### src/rtl/vrf_write_sched_if.sv
// RF write-port bundle: ALU writeback request, load-return request and the RF write port.
// The scheduler sits on the slave side; requesters and the RF model sit on the master side.
interface vrf_write_sched_if #(
  parameter int ADDR_W    = 5,
  parameter int REG_WIDTH = 256
);
  logic                 alu_valid;
  logic [ADDR_W-1:0]    alu_addr;
  logic [REG_WIDTH-1:0] alu_data;
  logic                 alu_ready;
  logic                 mem_valid;
  logic [ADDR_W-1:0]    mem_addr;
  logic [REG_WIDTH-1:0] mem_data;
  logic                 mem_ready;
  logic                 rf_we;
  logic [ADDR_W-1:0]    rf_addr;
  logic [REG_WIDTH-1:0] rf_wd;

  modport master (
    output alu_valid, alu_addr, alu_data, mem_valid, mem_addr, mem_data,
    input  alu_ready, mem_ready, rf_we, rf_addr, rf_wd
  );

  modport slave (
    input  alu_valid, alu_addr, alu_data, mem_valid, mem_addr, mem_data,
    output alu_ready, mem_ready, rf_we, rf_addr, rf_wd
  );
endinterface

### src/rtl/vrf_write_sched.sv
// Vector RF write-port round-robin scheduler with per-register busy scoreboard.
// Optional VRF_SCHED_PERF_EN adds stall and request-conflict counters.
module vrf_write_sched #(
  parameter int NUM_REGS  = 32,
  parameter int REG_WIDTH = 256,
  parameter int ADDR_W    = 5
) (
  input  logic                clk,
  input  logic                rst_n,
  vrf_write_sched_if.slave    wp,
  input  logic                iss_valid,
  input  logic [ADDR_W-1:0]   iss_rd,
  input  logic [ADDR_W-1:0]   iss_rs1,
  input  logic [ADDR_W-1:0]   iss_rs2,
  input  logic                iss_use_rs2,
  output logic                iss_stall,
  output logic [NUM_REGS-1:0] busy_vec,
`ifdef VRF_SCHED_PERF_EN
  output logic [31:0]         perf_stall_cnt,
  output logic [31:0]         perf_conflict_cnt,
`endif
  output logic                err_unres
);

  localparam logic RR_ALU = 1'b0;
  localparam logic RR_MEM = 1'b1;

  logic                 rr_q, rr_d;
  logic                 rf_we_q, rf_we_d;
  logic [ADDR_W-1:0]    rf_addr_q, rf_addr_d;
  logic [REG_WIDTH-1:0] rf_wd_q, rf_wd_d;
  logic [NUM_REGS-1:0]  busy_q, busy_d;
  logic                 err_q, err_d;
  logic                 grant_alu, grant_mem, contested;

  assign contested = wp.alu_valid && wp.mem_valid;
  assign grant_alu = wp.alu_valid && (!wp.mem_valid || rr_q == RR_ALU);
  assign grant_mem = wp.mem_valid && (!wp.alu_valid || rr_q == RR_MEM);

  // Stall looks at the registered scoreboard only: the RF still holds old data
  // during the cycle its pending write is on the port.
  assign iss_stall = iss_valid && (busy_q[iss_rs1] ||
                                   (iss_use_rs2 && busy_q[iss_rs2]) ||
                                   busy_q[iss_rd]);

  always_comb begin
    rr_d      = contested ? ~rr_q : rr_q;
    rf_we_d   = grant_alu || grant_mem;
    rf_addr_d = rf_addr_q;
    rf_wd_d   = rf_wd_q;
    if (grant_alu) begin
      rf_addr_d = wp.alu_addr;
      rf_wd_d   = wp.alu_data;
    end else if (grant_mem) begin
      rf_addr_d = wp.mem_addr;
      rf_wd_d   = wp.mem_data;
    end

    // Clear first so a same-edge reservation of the same register wins.
    busy_d = busy_q;
    if (rf_we_q) busy_d[rf_addr_q] = 1'b0;
    if (iss_valid && !iss_stall) busy_d[iss_rd] = 1'b1;

    err_d = err_q || (rf_we_q && !busy_q[rf_addr_q]);
  end

  always_ff @(posedge clk or negedge rst_n) begin
    if (!rst_n) begin
      rr_q      <= RR_ALU;
      rf_we_q   <= 1'b0;
      rf_addr_q <= '0;
      rf_wd_q   <= '0;
      busy_q    <= '0;
      err_q     <= 1'b0;
    end else begin
      rr_q      <= rr_d;
      rf_we_q   <= rf_we_d;
      rf_addr_q <= rf_addr_d;
      rf_wd_q   <= rf_wd_d;
      busy_q    <= busy_d;
      err_q     <= err_d;
    end
  end

  assign wp.alu_ready = grant_alu;
  assign wp.mem_ready = grant_mem;
  assign wp.rf_we     = rf_we_q;
  assign wp.rf_addr   = rf_addr_q;
  assign wp.rf_wd     = rf_wd_q;
  assign busy_vec     = busy_q;
  assign err_unres    = err_q;

`ifdef VRF_SCHED_PERF_EN
  logic [31:0] stall_cnt_q, stall_cnt_d;
  logic [31:0] conf_cnt_q, conf_cnt_d;

  always_comb begin
    stall_cnt_d = stall_cnt_q + {31'd0, iss_stall};
    conf_cnt_d  = conf_cnt_q + {31'd0, contested};
  end

  always_ff @(posedge clk or negedge rst_n) begin
    if (!rst_n) begin
      stall_cnt_q <= '0;
      conf_cnt_q  <= '0;
    end else begin
      stall_cnt_q <= stall_cnt_d;
      conf_cnt_q  <= conf_cnt_d;
    end
  end

  assign perf_stall_cnt    = stall_cnt_q;
  assign perf_conflict_cnt = conf_cnt_q;
`endif

endmodule

### src/flat_wrapper.sv
// flat-port wrapper written by rule: the top's interface ports become plain ports
module vrf_write_sched_flat 
#(
  parameter int NUM_REGS  = 32,
  parameter int REG_WIDTH = 256,
  parameter int ADDR_W    = 5
)
  (clk, rst_n, iss_valid, iss_rd, iss_rs1, iss_rs2, iss_use_rs2, iss_stall, busy_vec, err_unres, wp_alu_valid, wp_alu_addr, wp_alu_data, wp_mem_valid, wp_mem_addr, wp_mem_data, wp_alu_ready, wp_mem_ready, wp_rf_we, wp_rf_addr, wp_rf_wd);
  vrf_write_sched_if #(.ADDR_W(ADDR_W), .REG_WIDTH(REG_WIDTH)) wp_i ();
  input  logic clk;
  input  logic rst_n;
  input  logic iss_valid;
  input  logic [ADDR_W-1:0] iss_rd;
  input  logic [ADDR_W-1:0] iss_rs1;
  input  logic [ADDR_W-1:0] iss_rs2;
  input  logic iss_use_rs2;
  output logic iss_stall;
  output logic [NUM_REGS-1:0] busy_vec;
  output logic err_unres;
  input wire logic [$bits(wp_i.alu_valid)-1:0] wp_alu_valid;
  input wire logic [$bits(wp_i.alu_addr)-1:0] wp_alu_addr;
  input wire logic [$bits(wp_i.alu_data)-1:0] wp_alu_data;
  input wire logic [$bits(wp_i.mem_valid)-1:0] wp_mem_valid;
  input wire logic [$bits(wp_i.mem_addr)-1:0] wp_mem_addr;
  input wire logic [$bits(wp_i.mem_data)-1:0] wp_mem_data;
  output wire logic [$bits(wp_i.alu_ready)-1:0] wp_alu_ready;
  output wire logic [$bits(wp_i.mem_ready)-1:0] wp_mem_ready;
  output wire logic [$bits(wp_i.rf_we)-1:0] wp_rf_we;
  output wire logic [$bits(wp_i.rf_addr)-1:0] wp_rf_addr;
  output wire logic [$bits(wp_i.rf_wd)-1:0] wp_rf_wd;
  assign wp_i.alu_valid = wp_alu_valid;
  assign wp_i.alu_addr = wp_alu_addr;
  assign wp_i.alu_data = wp_alu_data;
  assign wp_i.mem_valid = wp_mem_valid;
  assign wp_i.mem_addr = wp_mem_addr;
  assign wp_i.mem_data = wp_mem_data;
  assign wp_alu_ready = wp_i.alu_ready;
  assign wp_mem_ready = wp_i.mem_ready;
  assign wp_rf_we = wp_i.rf_we;
  assign wp_rf_addr = wp_i.rf_addr;
  assign wp_rf_wd = wp_i.rf_wd;
  vrf_write_sched #(.NUM_REGS(NUM_REGS), .REG_WIDTH(REG_WIDTH), .ADDR_W(ADDR_W)) u_core (.clk(clk), .rst_n(rst_n), .wp(wp_i), .iss_valid(iss_valid), .iss_rd(iss_rd), .iss_rs1(iss_rs1), .iss_rs2(iss_rs2), .iss_use_rs2(iss_use_rs2), .iss_stall(iss_stall), .busy_vec(busy_vec), .err_unres(err_unres));
endmodule
### config.mk
export PLATFORM = sky130hd
export DESIGN_NAME = vrf_write_sched_flat
export DESIGN_NICKNAME = d
export VERILOG_FILES = /design/src/rtl/vrf_write_sched_if.sv /design/src/rtl/vrf_write_sched.sv /design/src/flat_wrapper.sv
export SDC_FILE = /design/constraint.sdc
export NUM_CORES = 1
export LEC_CHECK = 0
export ABC_AREA = 1
export CORE_AREA = 2 2 326 328
export CTS_BUF_LIST = sky130_fd_sc_hd__clkbuf_4 sky130_fd_sc_hd__clkbuf_8 sky130_fd_sc_hd__clkbuf_16
export DETAILED_ROUTE_END_ITERATION = 6
export DIE_AREA = 0 0 328 330
export HOLD_SLACK_MARGIN = 0.08
export PLACE_DENSITY = 0.41
export SYNTH_ARGS = -nofsm -noshare
export SYNTH_HDL_FRONTEND = slang
export SYNTH_SLANG_ARGS = --single-unit
### constraint.sdc
create_clock -name clk -period 2.32 [get_ports clk]
set_clock_uncertainty 0.2 [all_clocks]
set_input_delay 0.464 -clock clk [delete_from_list [all_inputs] [get_ports clk]]
set_output_delay 0.464 -clock clk [all_outputs]
set_load 0.03 [all_outputs]
==> results of run 1 <==
-- final cells by class --
class	instances	share of cell area
timing repair buffer	1080	0.370
clock inverter	14	0.00615
sequential	296	0.264
tap	1391	0.0620
clock buffer	63	0.0470
multi-input combinational	1454	0.241
antenna	2	0.000178
inverter	66	0.00963
-- worst reg2reg max path, cell delays in order, from the launching register on --
cell     delay, ns
dfrtp_1       0.42
inv_1         0.21
nand2_1       0.09
nand3_1       0.07
nand3_1       0.07
nand3_1       0.09
nand2_1       0.06
nand2_1       0.07
nand3_2       0.11
nor2_4        0.17
buf_4         0.36
nand3_1       0.17
nand2_1       0.08
-- flip-flops by register name, summed over array words and instances, names as in the netlist --
name               count
u_core.err_unres       1
u_core.wp.rf_we        1
u_core.wp.rf_addr      5
u_core.rr_q            1
u_core.busy_vec       32
u_core.wp.rf_wd      256
-- cells in the final DEF (no fill, tap or decap), types with 4 or more instances in the layout --
cell / synthesis / routed
nand2_1: 210 / 207
buf_4: 5 / 207
clkdlybuf4s15_1: 0 / 8
dfrtp_1: 296 / 284
dfrtp_2: 0 / 12
nand3_2: 0 / 4
clkbuf_16: 0 / 43
nand3_1: 334 / 330
buf_6: 0 / 13
buf_12: 0 / 40
dlygate4sd2_1: 0 / 258
clkinv_2: 0 / 6
clkbuf_4: 0 / 5
buf_2: 16 / 4
nor2_1: 306 / 302
clkbuf_8: 0 / 15
inv_2: 3 / 11
inv_1: 62 / 49
clkdlybuf4s15_2: 0 / 7
nor3_1: 16 / 16
clkdlybuf4s50_1: 0 / 538
o21ai_0: 300 / 298
a21oi_1: 266 / 263
a22oi_1: 7 / 7
o221ai_1: 7 / 7
o22ai_1: 4 / 4
-- how the worst max path moves through the flow --
stage                      endpoint  cells after the start  slack, ns                     startpoint
final                     iss_stall                     11      -0.47  u_core.busy_vec[22]$_DFF_PN0_
after global routing      iss_stall                     13      -0.60   u_core.busy_vec[5]$_DFF_PN0_
after CTS                 iss_stall                     12      -0.51  u_core.busy_vec[18]$_DFF_PN0_
after detailed placement  iss_stall                     15      -1.14                      iss_rd[0]
after global placement    iss_stall                     15      -1.15                      iss_rd[0]
after floorplan           iss_stall                     14      -0.02                     iss_rs2[0]
-- stage by stage --
stage                     std cells   util  area, sq um
after global placement         4276  0.255        26700
after detailed placement       4276  0.255        26700
after floorplan                1979      -        15000
after CTS                      4365  0.268        28100
after global routing           4365  0.268        28100
final                          4366  0.268        28100
-- repair_timing --
item	CTS	global route
cloned	0	0
setup buffers	11	0
setup endpoints to repair	307	37
gates resized for setup	364	12
endpoints found under the hold margin	291	0
hold buffers	1	0
pin swaps	18	6
-- power by group through the flow --
stage | sequential (uW) | combinational [uW] | clock [uW]
6_report | 6860 | 9440 | 7040
5_1_grt | 6950 | 10100 | 7440
4_1_cts | 6850 | 9530 | 7280
3_5_place_dp | 6920 | 9840 | 0
3_3_place_gp | 6940 | 9900 | 0
2_1_floorplan | 8480 | 2030 | 0
-- metal layers --
metal	part of all wire	wire (um)	global-route usage	up-vias
li1	-	-	-	8718
met1	0.42	41700	0.220	8848
met2	0.48	46900	0.289	722
met3	0.072	7050	0.0452	121
met4	0.027	2700	0.0519	12
met5	0.00077	76	0	-
-- cells by family (layout without fill, tap and decap cells) --
family | Yosys count | count (layout) | share of synthesized area
other | 0 | 2 | 0
AO/OA/AOI/OAI | 587 | 587 | 0.200
flip-flops | 296 | 296 | 0.494
AND/OR/NAND/NOR | 867 | 867 | 0.247
buffers and inverters | 229 | 1223 | 0.0599
==> metrics, run 1 <==
outcome=complete, but fails checks; failing checks=setup timing; CTS clk-pin slew, worst paths=~0.060 ns; gpl congestion=0.853; clock sinks=296; VDD IR max=0.442 mV; Setup TNS=-0.473 ns; critical path capture point type=output pin; crit-path leading delay family=simple AND/OR/NAND/NOR gates; cell taking the most area after synthesis=dfrtp_1; fin nets=~3.5k; CP max-delay cell=dfrtp_1; synth unique cells=21; pre-CTS WS=-1.14 ns; CP Class=reg -> out; sw frac=0.391; core area=105000 sq um; Crit Reg-Reg Startpoint=u_core.busy_vec[22]$_DFF_PN0_; Primary FF master, synth=dfrtp_1; Ys Warns=0; Synth top area share=0.494; fin crit share=1.20; Cell Area, Synth=15000 sq um; initial antenna violation count=10; Vias=18.4k; Max-slew headroom=0.523; internal power=14200 uW; HP Class=in -> async; Tot GR Track Use=0.174; area of the multi-input gates=6760 sq um; CTS tree=yes; Pleak=~0.012 uW; Hold Fails Final Rpt=0; most common library cells after synthesis=nand3_1, nor2_1, o21ai_0; fraction of registers with async set/reset=1.00; combinational share of power=0.405; Reg2Reg Depth=12; CP Cell Sequence=inv_1 > nand2_1 > nand3_1 > nand3_1 > nand3_1 > nand2_1 > nand2_1 > nand3_2 > nor2_4 > nor2_4 > buf_6; ranking of synthesized cells by area=dfrtp_1, nand3_1, o21ai_0; Register Area=7420 sq um; RSZ-0062 raised after global routing=yes; Die H=330 um; worst-margin pin slew=0.715 ns; largest net degree at the start of global routing=roughly 110; HPWL after DPL=about 77 mm; CP Data Arrival Time=~2.1 ns; Power Dens Cells=831 nW/um^2; Die Area=108000 sq um; Period minus WS final=2.79 ns; Post-synth EDFFs=0; GRT overflow=0; CTS root buffer=clkbuf_16; sequential share of power=0.294; vias in the first global route=18.6k; clk_lat worst skew=0.61 ns; Synth Net Count=~2.5k; FMAX=358 MHz; Die X=between 300 and 400 um; RR Endpoint=u_core.busy_vec[20]$_DFF_PN0_; layout cells sized above 1=0.133; register area share after synthesis=0.494; number of max-cap violations=0; Setup crit start kind=register; number of buffers and inverters on the critical path=2; hold slack=0.218 ns; count leader, synth=nand3_1; FF-to-FF setup slack=0.10 ns; post-route ant nets=0; Post-Route WL=between 90 and 100 mm; syn avg cell area=7.58 sq um; CP peak stage delay=0.42 ns; DRT iter0 DRCs=1171; clock power share=0.302; Worst Slack Setup Final=-0.473 ns; number of CTS-inserted buffers=42; first-pass GRT wire length=138 mm; P&R area growth vs syn=87.2%; Residual DRC=0; TritonRoute pass-1 iters=5; initial core utilization=0.143; routed vias/inst=4.22; Rows=119; WL per Instance=22.5 um; Max clock buf depth=3; Net Switching=roughly 9100 uW; Gate Count Post-Synth=1979; H-tree depth=2; pins over their slew limit=0; Overall Power=~23000 uW; Worst Path Max Fanout=3; # IOs=841; final setup fails=1; Filler cells=~12k; Worst EP required=1.66 ns; # port buffers=840; Yosys reg bits=~300
Power figures use the tool's default switching activity.
==> run 2: changes to the inputs <==
Settings changed: PLACE_DENSITY 0.41 to 0.42.
==> run 2 against run 1 <==
  * The run still ends with setup timing left
  * Worst hold slack lost 0.035 ns
  * Critical path depth grew 3
  * Global-route usage about the same
  * Design area down 0.91%
  * Final cell count shrank 0.76%
  * Flip-flop and latch count stayed put
  * Maximum frequency shrank 3.4%
  * Sequential share of layout area increased by 0.19 points
  * Combinational power increased by 1%
  * Largest power group unchanged
==> metrics, run 2 (synthesized netlist as in run 1, its figures left out) <==
outcome=complete, but fails checks; failing checks=setup timing; # port buffers=840 (unchanged); fin util=0.266 (-0.00244); clk_lat worst skew=0.59 ns (-0.02 ns); VDD IR max=0.482 mV (+9.1%); TritonRoute pass-1 iters=5 (unchanged); area of the multi-input gates=6800 sq um (+0.54%); max reg flops=256 (unchanged); GRT overflow=0 (unchanged); HP Class=in -> async; routed vias/inst=4.22 (+0.13%); layout cells sized above 1=0.119 (-0.0137); Hold Fails Final Rpt=0 (unchanged); Worst Slack Setup Final=-0.572 ns (-0.0996 ns); core area=105000 sq um (unchanged); initial core utilization=0.143 (unchanged); Rows=119 (unchanged); Worst EP required=1.66 ns (about the same); Die Area=108000 sq um (unchanged); Die X=328 um (unchanged); initial antenna violation count=18 (+8); critical path capture point type=output pin; Tot GR Track Use=0.174 (about the same); Cell Count, Final, Fillers Out=4333 (-0.76%); Vias=18.3k (-0.63%); Register Area=7410 sq um (-0.20%); Pleak=0.0119 uW (-1.1%); fin crit share=1.25 (+0.0429); sw frac=0.393 (+0.00194); Power Dens Cells=827 nW/um^2 (-0.59%); post-route ant nets=0 (unchanged); Filler cells=11.5k (-0.070%); hold slack=0.184 ns (-0.0346 ns); WL per Instance=22.9 um (+1.5%); CTS clk-pin slew, worst paths=0.05 ns (about the same); P&R area growth vs syn=85.5%; Post-Route WL=99.1 mm (+0.72%); gpl congestion=0.885 (+3.7%); H-tree depth=2 (unchanged); CP Class=in -> out; CTS tree=yes; FMAX=346 MHz (-3.4%); Residual DRC=0 (unchanged); Period minus WS final=2.89 ns (+0.0996 ns); CTS root buffer=clkbuf_16; Net Switching=9040 uW (-1.0%); Max-slew headroom=0.563 (+0.0396); most frequent cells in the layout=clkdlybuf4s50_1, nand3_1, nor2_1; Setup crit start kind=primary input; clock sinks=296 (unchanged); internal power=14000 uW (-1.8%); combinational share of power=0.415 (+0.010); RSZ-0062 raised after global routing=yes; largest net degree at the start of global routing=103 (-3.7%); first-pass GRT wire length=137 mm (-0.67%); number of max-cap violations=0 (unchanged); pins over their slew limit=0 (unchanged); HPWL after DPL=74.8 mm (-3.3%); Die H=330 um (unchanged); CP Data Arrival Time=2.23 ns (+0.10 ns); Setup TNS=-0.572 ns (-0.0996 ns); clock power share=0.296 (-0.006); final setup fails=1 (unchanged); Max clock buf depth=3 (unchanged); number of CTS-inserted buffers=41 (-2.4%); Placed Cells incl. Taps=4229 (-1.1%); commonest non-fill, non-tap cell in the layout=clkdlybuf4s50_1; # IOs=841 (unchanged); worst-margin pin slew=0.650 ns (-0.0644 ns); Worst Path Max Fanout=12 (+9); fin nets=3450 (-0.95%); DRT iter0 DRCs=1006 (-14%); vias in the first global route=18.7k (+0.46%); sequential share of power=0.289 (-0.005)
## run 2: final cells by class
class / instances / area share
Antenna cell: 6 / 0.000540
Sequential cell: 296 / 0.266
Clock buffer: 59 / 0.0435
Timing Repair Buffer: 1048 / 0.366
Multi-Input combinational cell: 1454 / 0.244
Tap cell: 1391 / 0.0626
Inverter: 66 / 0.00971
Clock inverter: 13 / 0.00693
## run 2: path summary, 6_finish.rpt
path / start / to / slack (ns) / cells past startpoint
max in group asynchronous: rst_n / u_core.wp.rf_wd[1]$_DFFE_PN0P_ / 0.99 / 4
max: iss_rs1[0] / iss_stall / -0.57 / 14
max reg2reg: u_core.busy_vec[24]$_DFF_PN0_ / u_core.busy_vec[30]$_DFF_PN0_ / 0.10 / 15
min: rst_n / u_core.wp.rf_wd[31]$_DFFE_PN0P_ / 0.18 / 2
min in group clk: wp_mem_data[190] / u_core.wp.rf_wd[190]$_DFFE_PN0P_ / 0.26 / 3
min reg2reg: u_core.err_unres$_DFF_PN0_ / u_core.err_unres$_DFF_PN0_ / 0.29 / 1
## run 2: power by group through the flow
stage	combinational, uW	sequential, uW	clock (uW)
floorplan	2030	8480	0
global placement	9680	6750	0
detailed placement	9630	6740	0
CTS	9450	6640	7080
global route	10200	6760	7240
finish	9530	6650	6810
## run 2: through the flow
step                cell area, sq um  worst slack (ns)  total power [uW]
floorplan                      15000           -0.0190             10500
global placement               26300            -0.726             16400
detailed placement             26300            -0.714             16400
CTS                            27700            -0.552             23200
global route                   27800            -0.676             24200
finish                         27800            -0.572             23000
## run 2: worst max-delay path, stage by stage
cell and delay (ns):
clkdlybuf4s50_1 0.52, inv_1 0.09, buf_12 0.15, nand2_1 0.05
nand2_1 0.04, nand2_1 0.05, nand3_1 0.10, nand3_1 0.10
nand2_1 0.07, nand2_2 0.10, nand3_2 0.10, nor2_4 0.18
nor2_4 0.07, buf_6 0.14
## run 2: layer usage
layer  up-vias  global-route usage  wire length [um]
li1       8626                   -                 -
met1      8834               0.206             39600
met2       681               0.291             47700
met3       142              0.0538              7840
met4        22              0.0704              3760
met5         -                   0               134
## run 2: repair_timing
item,in CTS,in global routing
gates resized for setup,343,28
endpoints found under the setup margin,277,30
hold endpoints to repair,293,0
pin swaps,19,13
hold buffers,2,0
cloned,1,2
setup buffers,17,5
